## config.mk

```make
export PLATFORM = sky130hd
export DESIGN_NAME = ssdt_arbiter_flat
export DESIGN_NICKNAME = d
export VERILOG_FILES = /design/src/rtl/ssdt_arb_pkg.sv /design/src/rtl/ssdt_arbiter_if.sv /design/src/rtl/ssdt_rr_pick.sv /design/src/rtl/ssdt_arbiter.sv /design/src/flat_wrapper.sv
export SDC_FILE = /design/constraint.sdc
export NUM_CORES = 1
export LEC_CHECK = 0
export ABC_AREA = 1
export BUFFER_PORTS_ARGS = -buffer_cell sky130_fd_sc_hd__buf_2
export CAP_MARGIN = 20
export CELL_PAD_IN_SITES_DETAIL_PLACEMENT = 1
export CELL_PAD_IN_SITES_GLOBAL_PLACEMENT = 2
export CORE_UTILIZATION = 26
export CTS_CLUSTER_DIAMETER = 60
export DETAILED_ROUTE_END_ITERATION = 12
export PLACE_DENSITY = 0.84
export RECOVER_POWER = 25
export SLEW_MARGIN = 10
export SYNTH_ARGS = -nofsm -noshare
export SYNTH_HDL_FRONTEND = slang
export SYNTH_SLANG_ARGS = --single-unit
```

## constraint.sdc

```tcl
create_clock -name clk -period 2.5 [get_ports clk]
set_input_delay 0.5 -clock clk [delete_from_list [all_inputs] [get_ports clk]]
set_output_delay 0.5 -clock clk [all_outputs]
set_load 0.01 [all_outputs]
```

## src/rtl/ssdt_arb_pkg.sv

```systemverilog
// Shared types and default sizes for the SSDT round-robin arbiter.
package ssdt_arb_pkg;

  localparam int unsigned NUM_REQ_DEF     = 4;
  localparam int unsigned DATA_W_DEF      = 4;
  localparam int unsigned TIMEOUT_CYC_DEF = 64;

  typedef enum logic [1:0] {
    IDLE  = 2'd0,
    ISSUE = 2'd1,
    WAIT  = 2'd2,
    RESP  = 2'd3
  } arb_state_e;

endpackage

```

## src/rtl/ssdt_arbiter_if.sv

```systemverilog
// Requester and SSDT pin bundle. The arbiter uses the slave view; the
// requester agents and the SSDT instance use the master view.
interface ssdt_arbiter_if
  import ssdt_arb_pkg::*;
#(
  parameter int unsigned NUM_REQ = NUM_REQ_DEF,
  parameter int unsigned DATA_W  = DATA_W_DEF
);

  logic [NUM_REQ-1:0]        req_valid;
  logic [NUM_REQ*DATA_W-1:0] req_data;
  logic [NUM_REQ-1:0]        req_ready;
  logic [NUM_REQ-1:0]        rsp_valid;
  logic [DATA_W-1:0]         rsp_data;
  logic                      rsp_err;
  logic [DATA_W-1:0]         ssdt_in_data;
  logic                      ssdt_in_valid;
  logic                      ssdt_out_valid;
  logic [DATA_W-1:0]         ssdt_out_data;

  modport master (
    output req_valid, req_data, ssdt_out_valid, ssdt_out_data,
    input  req_ready, rsp_valid, rsp_data, rsp_err, ssdt_in_data, ssdt_in_valid
  );

  modport slave (
    input  req_valid, req_data, ssdt_out_valid, ssdt_out_data,
    output req_ready, rsp_valid, rsp_data, rsp_err, ssdt_in_data, ssdt_in_valid
  );

endinterface

```

## src/rtl/ssdt_rr_pick.sv

```systemverilog
// Combinational round-robin picker: first asserted request at or after ptr,
// wrapping modulo N.
module ssdt_rr_pick #(
  parameter int unsigned N     = 4,
  parameter int unsigned IDX_W = $clog2(N)
) (
  input  logic [N-1:0]     req,
  input  logic [IDX_W-1:0] ptr,
  output logic [N-1:0]     grant_c,
  output logic [IDX_W-1:0] grant_idx_c,
  output logic             any_c
);

  int unsigned idx;

  always_comb begin
    grant_c     = '0;
    grant_idx_c = '0;
    any_c       = 1'b0;
    idx         = 0;
    for (int unsigned i = 0; i < N; i++) begin
      idx = (32'(ptr) + i) % N;
      if (!any_c && req[IDX_W'(idx)]) begin
        any_c                 = 1'b1;
        grant_c[IDX_W'(idx)]  = 1'b1;
        grant_idx_c           = IDX_W'(idx);
      end
    end
  end

endmodule

```

## src/rtl/ssdt_arbiter.sv

```systemverilog
// Round-robin arbiter sharing one SSDT datapath between NUM_REQ requesters,
// one transaction in flight. Optional WAIT timeout: SSDT_ARB_TIMEOUT_EN.
module ssdt_arbiter
  import ssdt_arb_pkg::*;
#(
  parameter int unsigned NUM_REQ     = NUM_REQ_DEF,
  parameter int unsigned DATA_W      = DATA_W_DEF,
  parameter int unsigned TIMEOUT_CYC = TIMEOUT_CYC_DEF
) (
  input logic           clk,
  input logic           rst,
  ssdt_arbiter_if.slave bus
);

  localparam int unsigned IDX_W = $clog2(NUM_REQ);

  generate
    if (NUM_REQ < 2 || NUM_REQ > 8 || TIMEOUT_CYC < 1) begin : g_bad_cfg
      $error("ssdt_arbiter: unsupported parameter set");
    end
  endgenerate

  arb_state_e          state, state_nxt;
  logic [IDX_W-1:0]    rr_ptr, owner, grant_idx;
  logic [NUM_REQ-1:0]  grant;
  logic                any_req;
  logic                accept, resp_ok, resp_to, cnt_hit;
  logic [DATA_W-1:0]   in_data_q, rsp_data_q;
  logic                in_valid_q, rsp_err_q;
  logic [NUM_REQ-1:0]  rsp_valid_q;

  ssdt_rr_pick #(.N(NUM_REQ)) u_pick (
    .req         (bus.req_valid),
    .ptr         (rr_ptr),
    .grant_c     (grant),
    .grant_idx_c (grant_idx),
    .any_c       (any_req)
  );

`ifdef SSDT_ARB_TIMEOUT_EN
  localparam int unsigned CNT_W = $clog2(TIMEOUT_CYC + 1);
  logic [CNT_W-1:0] wait_cnt;

  // Counts WAIT cycles; the TIMEOUT_CYC-th WAIT cycle without out_valid aborts.
  always_ff @(posedge clk or posedge rst) begin
    if (rst)                wait_cnt <= '0;
    else if (state != WAIT) wait_cnt <= '0;
    else                    wait_cnt <= wait_cnt + 1'b1;
  end

  assign cnt_hit = (wait_cnt == CNT_W'(TIMEOUT_CYC - 1));
`else
  assign cnt_hit = 1'b0;
`endif

  always_ff @(posedge clk or posedge rst) begin
    if (rst) state <= IDLE;
    else     state <= state_nxt;
  end

  always_comb begin
    state_nxt     = state;
    bus.req_ready = '0;
    accept        = 1'b0;
    resp_ok       = 1'b0;
    resp_to       = 1'b0;
    case (state)
      IDLE: begin
        bus.req_ready = grant;
        if (any_req) begin
          accept    = 1'b1;
          state_nxt = ISSUE;
        end
      end
      ISSUE: state_nxt = WAIT;
      WAIT: begin
        // A response arriving on the limit cycle still wins over the timeout.
        if (bus.ssdt_out_valid) begin
          resp_ok   = 1'b1;
          state_nxt = RESP;
        end else if (cnt_hit) begin
          resp_to   = 1'b1;
          state_nxt = RESP;
        end
      end
      RESP:    state_nxt = IDLE;
      default: state_nxt = IDLE;
    endcase
  end

  always_ff @(posedge clk or posedge rst) begin
    if (rst) begin
      rr_ptr      <= '0;
      owner       <= '0;
      in_data_q   <= '0;
      in_valid_q  <= 1'b0;
      rsp_valid_q <= '0;
      rsp_data_q  <= '0;
      rsp_err_q   <= 1'b0;
    end else begin
      in_valid_q  <= accept;
      rsp_valid_q <= (resp_ok || resp_to) ? (NUM_REQ'(1) << owner) : '0;
      if (accept) begin
        owner     <= grant_idx;
        in_data_q <= bus.req_data[32'(grant_idx)*DATA_W +: DATA_W];
      end
      if (resp_ok) begin
        rsp_data_q <= bus.ssdt_out_data;
        rsp_err_q  <= 1'b0;
      end else if (resp_to) begin
        rsp_data_q <= '0;
        rsp_err_q  <= 1'b1;
      end
      if (state == RESP)
        rr_ptr <= (32'(owner) == NUM_REQ - 1) ? '0 : IDX_W'(32'(owner) + 1);
    end
  end

  assign bus.ssdt_in_valid = in_valid_q;
  assign bus.ssdt_in_data  = in_data_q;
  assign bus.rsp_valid     = rsp_valid_q;
  assign bus.rsp_data      = rsp_data_q;
  assign bus.rsp_err       = rsp_err_q;

endmodule

```

## src/flat_wrapper.sv

```systemverilog
// flat-port wrapper written by rule: the top's interface ports become plain ports
module ssdt_arbiter_flat import ssdt_arb_pkg::*;
#(
  parameter int unsigned NUM_REQ     = NUM_REQ_DEF,
  parameter int unsigned DATA_W      = DATA_W_DEF,
  parameter int unsigned TIMEOUT_CYC = TIMEOUT_CYC_DEF
)
  (clk, rst, bus_req_valid, bus_req_data, bus_ssdt_out_valid, bus_ssdt_out_data, bus_req_ready, bus_rsp_valid, bus_rsp_data, bus_rsp_err, bus_ssdt_in_data, bus_ssdt_in_valid);
  ssdt_arbiter_if #(.NUM_REQ(NUM_REQ), .DATA_W(DATA_W)) bus_i ();
  input logic clk;
  input logic rst;
  input wire logic [$bits(bus_i.req_valid)-1:0] bus_req_valid;
  input wire logic [$bits(bus_i.req_data)-1:0] bus_req_data;
  input wire logic [$bits(bus_i.ssdt_out_valid)-1:0] bus_ssdt_out_valid;
  input wire logic [$bits(bus_i.ssdt_out_data)-1:0] bus_ssdt_out_data;
  output wire logic [$bits(bus_i.req_ready)-1:0] bus_req_ready;
  output wire logic [$bits(bus_i.rsp_valid)-1:0] bus_rsp_valid;
  output wire logic [$bits(bus_i.rsp_data)-1:0] bus_rsp_data;
  output wire logic [$bits(bus_i.rsp_err)-1:0] bus_rsp_err;
  output wire logic [$bits(bus_i.ssdt_in_data)-1:0] bus_ssdt_in_data;
  output wire logic [$bits(bus_i.ssdt_in_valid)-1:0] bus_ssdt_in_valid;
  assign bus_i.req_valid = bus_req_valid;
  assign bus_i.req_data = bus_req_data;
  assign bus_i.ssdt_out_valid = bus_ssdt_out_valid;
  assign bus_i.ssdt_out_data = bus_ssdt_out_data;
  assign bus_req_ready = bus_i.req_ready;
  assign bus_rsp_valid = bus_i.rsp_valid;
  assign bus_rsp_data = bus_i.rsp_data;
  assign bus_rsp_err = bus_i.rsp_err;
  assign bus_ssdt_in_data = bus_i.ssdt_in_data;
  assign bus_ssdt_in_valid = bus_i.ssdt_in_valid;
  ssdt_arbiter #(.NUM_REQ(NUM_REQ), .DATA_W(DATA_W), .TIMEOUT_CYC(TIMEOUT_CYC)) u_core (.clk(clk), .rst(rst), .bus(bus_i));
endmodule
```

Word level (Yosys, flattened, before mapping)
Cells that the tools add are included.

Word-level logic and storage cells: 83. Output and inout port bits: 18. Flip-flop bits (word level): 20. Input port bits: 27.

Shift-type cells: 2. Reduce and logical (&&, ||, !) cells: 12. Multiplexer cells: 40. Eq/ne operators: 6. Order comparisons: 8. Bitwise gates (word level): 3. $add $sub $neg: 4.

Operator list (count): 4-bit 2-to-1 mux (7); 1-bit 2-to-1 mux (17); 16-bit by 5-bit variable part select with 4-bit output (1); 2-bit 2-to-1 mux (7); 2-bit by 3-bit less-than comparator with 1-bit output, second input constant (4); 4-bit bitwise OR (3); 1-bit binary-select mux with 2-bit select (4); 1-bit demux with 2-bit select (4); 2-bit by 1-bit greater-or-equal comparator with 1-bit output, second input constant (4); 2-bit one-hot mux with 4 select lines (1); 1-bit logical AND (7); 2-bit == test, second input constant (3); 2-bit by 1-bit adder with 2-bit output, second input constant (2); 2-bit adder, second input constant (2); 1-bit by 2-bit left shift with 4-bit output, first input constant (1); 1-bit zero test (3); 2-bit by 1-bit == test with 1-bit output, second input constant (1); 2-bit zero test (1); 2-bit by 1-bit != test with 1-bit output, second input constant (1); 2-bit != test, second input constant (1); 2-bit AND reduction (1).

Logic depth before layout (Yosys ltp)
Depth in word-level cells: 14. Gate-level depth with buffers: 16. Mapped depth without buffers: 14.

Cells and area by module
Synthesis repeated with hierarchy kept, for this count alone.

Cells, all modules: 207. Area, all modules: 1496.4 um^2.

By module, submodules not included: ssdt_arbiter (cells each 133, area an instance 1056.0 um^2, sequential area each 475.5 um^2, instances 1); ssdt_rr_pick (cells each 74, area an instance 440.4 um^2, sequential area each 0.0 um^2, instances 1).

Least setup slack after synthesis
OpenSTA, ideal clock, no wires.

Kind: register to output. From: reg u_core.rr_ptr[0]. To: out bus_req_ready[3]. Stages on the path, launching flop included: 15. Buffers on the path: 1. Arrival: 1.914 ns. Required time: 2.000 ns. Setup slack: 0.086 ns. Cells stage by stage: dfrtp_1 buf_6 inv_8 ha_1 inv_1 nand3_2 nand2_4 inv_2 nor2_4 nand2_1 o21ai_0 a21oi_1 o21ai_0 nand2_1 inv_1.

Cells in the longest elaborated chain, start to end: 13. Elaborated cells between the ends (all ways): 48. Those cells by class: 3 x add/sub; 8 x order compare; 24 x mux; 3 x bitwise; 10 x reduce/logical.

RTL lines: from (decl) (line ssdt_arbiter.sv:24) `logic [IDX_W-1:0] rr_ptr, owner, grant_idx;`; from (signal assigned) (line ssdt_arbiter.sv:115) `rr_ptr <= (32'(owner) == NUM_REQ - 1) ? '0 : IDX_W'(32'(owner) + 1);`; branches (longest 11 deep; another with 2-bit by 3-bit less-than comparator with 1-bit output); 4-bit 2-to-1 mux * (line ssdt_rr_pick.sv:23) `if (!any_c && req[IDX_W'(idx)]) begin`; 4-bit 2-to-1 mux * (line ssdt_arbiter.sv:67) `case (state)`; to (decl) (line flat_wrapper.sv:16) `output wire logic [$bits(bus_i.req_ready)-1:0] bus_req_ready;`.

Every way passes the cells marked *. The select of a mux whose other input is x is not followed.

Final worst setup path
Ends and elaborated chain as after synthesis.

==> impl_metrics.py <==
metrics = {
    "run_status": {
        "outcome": "completed",
    },
    "critical_path": {
        "cp_cell_sequence": "inv_8 -> ha_4 -> inv_4 -> nand3_4 -> nand2_4 -> inv_2 -> nor2_4 -> nand2_2 -> o21ai_2 -> a21oi_1 -> o21ai_1 -> nand2_1 -> inv_1 -> buf_2",
        "ff2ff_path_depth": 14,
        "critPathSlowestCell": "dfrtp_2",
        "crit_fanout": 5,
        "slowest_delay_ns": 0.46,
        "crit_arrival_ns": 1.96,
        "start_kind": "flop",
        "crit_end": "bus_req_ready[3]",
        "crit_start": "u_core.rr_ptr[0]$_DFFE_PP0N_",
        "crit_path_end_kind": "primary output",
        "critical_path_buf_inv_count": 5,
        "path_class": "flop to primary output",
        "worstPathRequired_ns": 2.00,
        "critical-path-top-delay-family": "flip-flops",
        "worst-path-stages": 14,
        "timing.rr.end": "u_core.bus.ssdt_in_data[1]$_DFFE_PP0P_",
        "r2r_setup_slack_ns": 0.39,
        "rr_startpoint": "u_core.rr_ptr[0]$_DFFE_PP0N_",
    },
    "die": {
        "die_x_um": 79.47,
        "placementRows": 27,
        "coreArea_um2": 5642,
        "die-area_um2": 6315,
        "initial_core_util": 0.2766,
        "io_pins": 45,
        "die_h_um": 79.47,
    },
    "pwr": {
        "power.leakage_nw": 1.111,
        "powerDensity_nw_per_um2": 1411,
        "vdd_ir_drop_max_v": 0.0003996,
        "total_power_w": 0.002826,
    },
    "timing": {
        "slew_viol_final": 0,
        "setup_viol": 0,
        "finalWorstSetupSlack_ns": 0.03868,
        "hold_ws_ns": 0.3460,
        "max_freq_mhz": 406.3,
        "tightest_slew_ns": 0.6927,
        "hold_viol": 0,
        "finalClockSkew_ns": 0.005330,
        "min_period_ns": 2.461,
        "rsz0062_at_grt": "yes",
        "relSlewSlack": 0.5377,
        "min_period_over_period": 0.9845,
    },
    "routing": {
        "vias_per_cell": 4.379,
        "wl_um": 3860,
        "wl_per_cell_um": 11.80,
        "final_antenna_net_count": 0,
        "vias": 1432,
        "route.detailed.drc": 0,
        "first_iter_violations": 19,
        "dr.pass1.iters": 4,
    },
    "layout": {
        "final_cell_count_no_fill": 327,
        "layout_common_cells": "buf_2, nand2_1, inv_1",
        "fin_nets": 297,
        "drive_gt1_frac": 0.3765,
        "fill_cells": 718,
        "fin_area_um2": 2003,
        "layout_commonest_cell": "buf_2",
        "synthToLayoutAreaGrowth_pct": 28.39,
        "insertedDiodeCount": 0,
    },
    "synthesis": {
        "synth_nets": 244,
        "synthTopCellsByArea": "dfrtp_1, ha_1, nand2_1",
        "syn-instance-count": 203,
        "seq_area_frac_synth": 0.3047,
        "ys_ff_latch": 19,
        "ys_types": 29,
        "ys_warn_count": 0,
        "syn_area_um2": 1560,
        "post-synth-top-area-cell": "dfrtp_1",
        "synth_top_area_share": 0.3047,
        "synth.avg_cell_area_um2": 7.686,
    },
    "run": {
        "max-cap-violations": 0,
    },
    "global_route": {
        "first_global_vias": 1473,
        "grt_antenna_before_repair": 0,
        "grt_pass1_wl_um": 6617,
        "grt_overflow": 0,
        "grt_usage": 0.1322,
        "grt_start_max_net_pins": 20,
    },
    "place": {
        "place_congestion": 0.7670,
        "portBuffers": 43,
        "dp_hpwl_um": 3137,
        "place_area_um2": 1873,
        "place_ws_ns": 0.02627,
        "place_inst": 320,
    },
    "clocking": {
        "cts.sinks": 19,
        "h-tree-depth": 1,
        "cts_tree": "yes",
        "ctsHoldBuffers": 0,
        "cts.clk_slew.worst_paths_ns": 0.07,
        "ctsLongestPathBuffers": 2,
        "cts_inserted_buffers": 3,
        "cts_root_buf": "clkbuf_8",
        "insertion_delay_ns": 0.25,
    },
    "worst_hold_path": {
        "holdCritPathClass": "input port to asynchronous set/reset pin",
    },
}
==> per-stage QoR <==
step,utilization,setup TNS (ns)
global placement,0.3320,0
CTS,0.3460,0
detailed placement,0.3320,0
floorplan,-,0
global route,0.3551,-0.3419
finish,0.3551,0
==> layout make-up <==
class	instances	area, um^2	area share
multi-input combinational	137	915.9	0.4572
sequential	19	476.7	0.2380
timing repair buffer	51	295.3	0.1474
inverter	44	180.2	0.08994
tap	72	90.09	0.04497
clock buffer	4	45.04	0.02249
==> worst register-to-register path: stages (launching register included) <==
cell	delay, ns
dfrtp_2	0.46
inv_8	0.08
ha_4	0.21
inv_4	0.08
nand3_4	0.08
nand2_4	0.08
inv_2	0.04
nor2_4	0.14
buf_4	0.13
buf_4	0.11
nand4_2	0.12
nand2_2	0.20
nor2_1	0.12
nand3_1	0.09
nand3_1	0.07
==> synth_stat cells <==
cell type	n
nand3_2	5
mux2_2	4
buf_6	2
nand4_4	1
nand4_1	1
inv_2	3
a31oi_1	1
ha_1	14
a22oi_1	2
o22ai_2	1
nand4_2	1
nand3_1	21
nor2_1	10
o221ai_1	3
conb_1	1
inv_8	1
nor2_2	2
or2_1	2
nor2_4	2
inv_1	38
dfrtp_1	19
nand2_1	41
o21bai_1	1
nand2_4	3
inv_4	2
a21oi_1	4
nand2_2	10
buf_4	1
o21ai_0	7
==> sequential cells by signal, summed over array words and instances (netlist names) <==
register	count
u_core.bus.rsp_data	4
u_core.bus.rsp_valid	4
u_core.bus.ssdt_in_data	4
u_core.owner	2
u_core.rr_ptr	2
u_core.state	2
u_core.bus.ssdt_in_valid	1
==> power breakdown <==
part,switching [W],total [W],leakage (nW),internal [W]
clock,0.0000930,0.000206,0.0228,0.000113
combinational,0.00126,0.00209,0.851,0.000829
sequential,0.0000861,0.000531,0.237,0.000444
total,0.00144,0.00283,1.11,0.00139
==> how the worst min path moves through the flow <==
stage                                                 from                                      to  slack, ns  depth (start not counted)
finish                                                 rst  u_core.bus.ssdt_in_data[3]$_DFFE_PP0P_       0.35                          2
global route                                           rst            u_core.rr_ptr[1]$_DFFE_PP0N_       0.42                          2
CTS                                                    rst            u_core.rr_ptr[1]$_DFFE_PP0N_       0.38                          2
detailed placement  u_core.bus.ssdt_in_data[0]$_DFFE_PP0P_  u_core.bus.ssdt_in_data[0]$_DFFE_PP0P_       0.48                          2
global placement    u_core.bus.ssdt_in_data[3]$_DFFE_PP0P_  u_core.bus.ssdt_in_data[3]$_DFFE_PP0P_       0.48                          2
floorplan                                              rst      u_core.bus.rsp_data[0]$_DFFE_PP0P_       0.45                          1
==> routing by layer <==
metal | GRT usage | wire length, um | vias up
li1 | - | - | 737
met1 | 0.1750 | 1819 | 657
met2 | 0.2231 | 1835 | 34
met3 | 0.02629 | 184 | 4
met4 | 0.02182 | 20 | 0
met5 | 0 | 0 | -
==> repair_timing <==
action	4_1_cts	5_1_grt
pin swaps	2	4
setup endpoints to repair	4	4
buffers inserted	1	2
hold endpoints to repair	0	0
gates cloned	0	0
resized for setup	5	11
==> cell families after synthesis <==
kind of cell	Yosys count	synth area share
adder cells (fa/ha/maj)	14	0.1123
flip-flops	19	0.3047
AND/OR/NAND/NOR	99	0.3400
multiplexers	4	0.02887
AO/OA/AOI/OAI	19	0.07859
buffers and inverters	47	0.1331
other	1	0.002403
(Power assumes the default switching activity.)
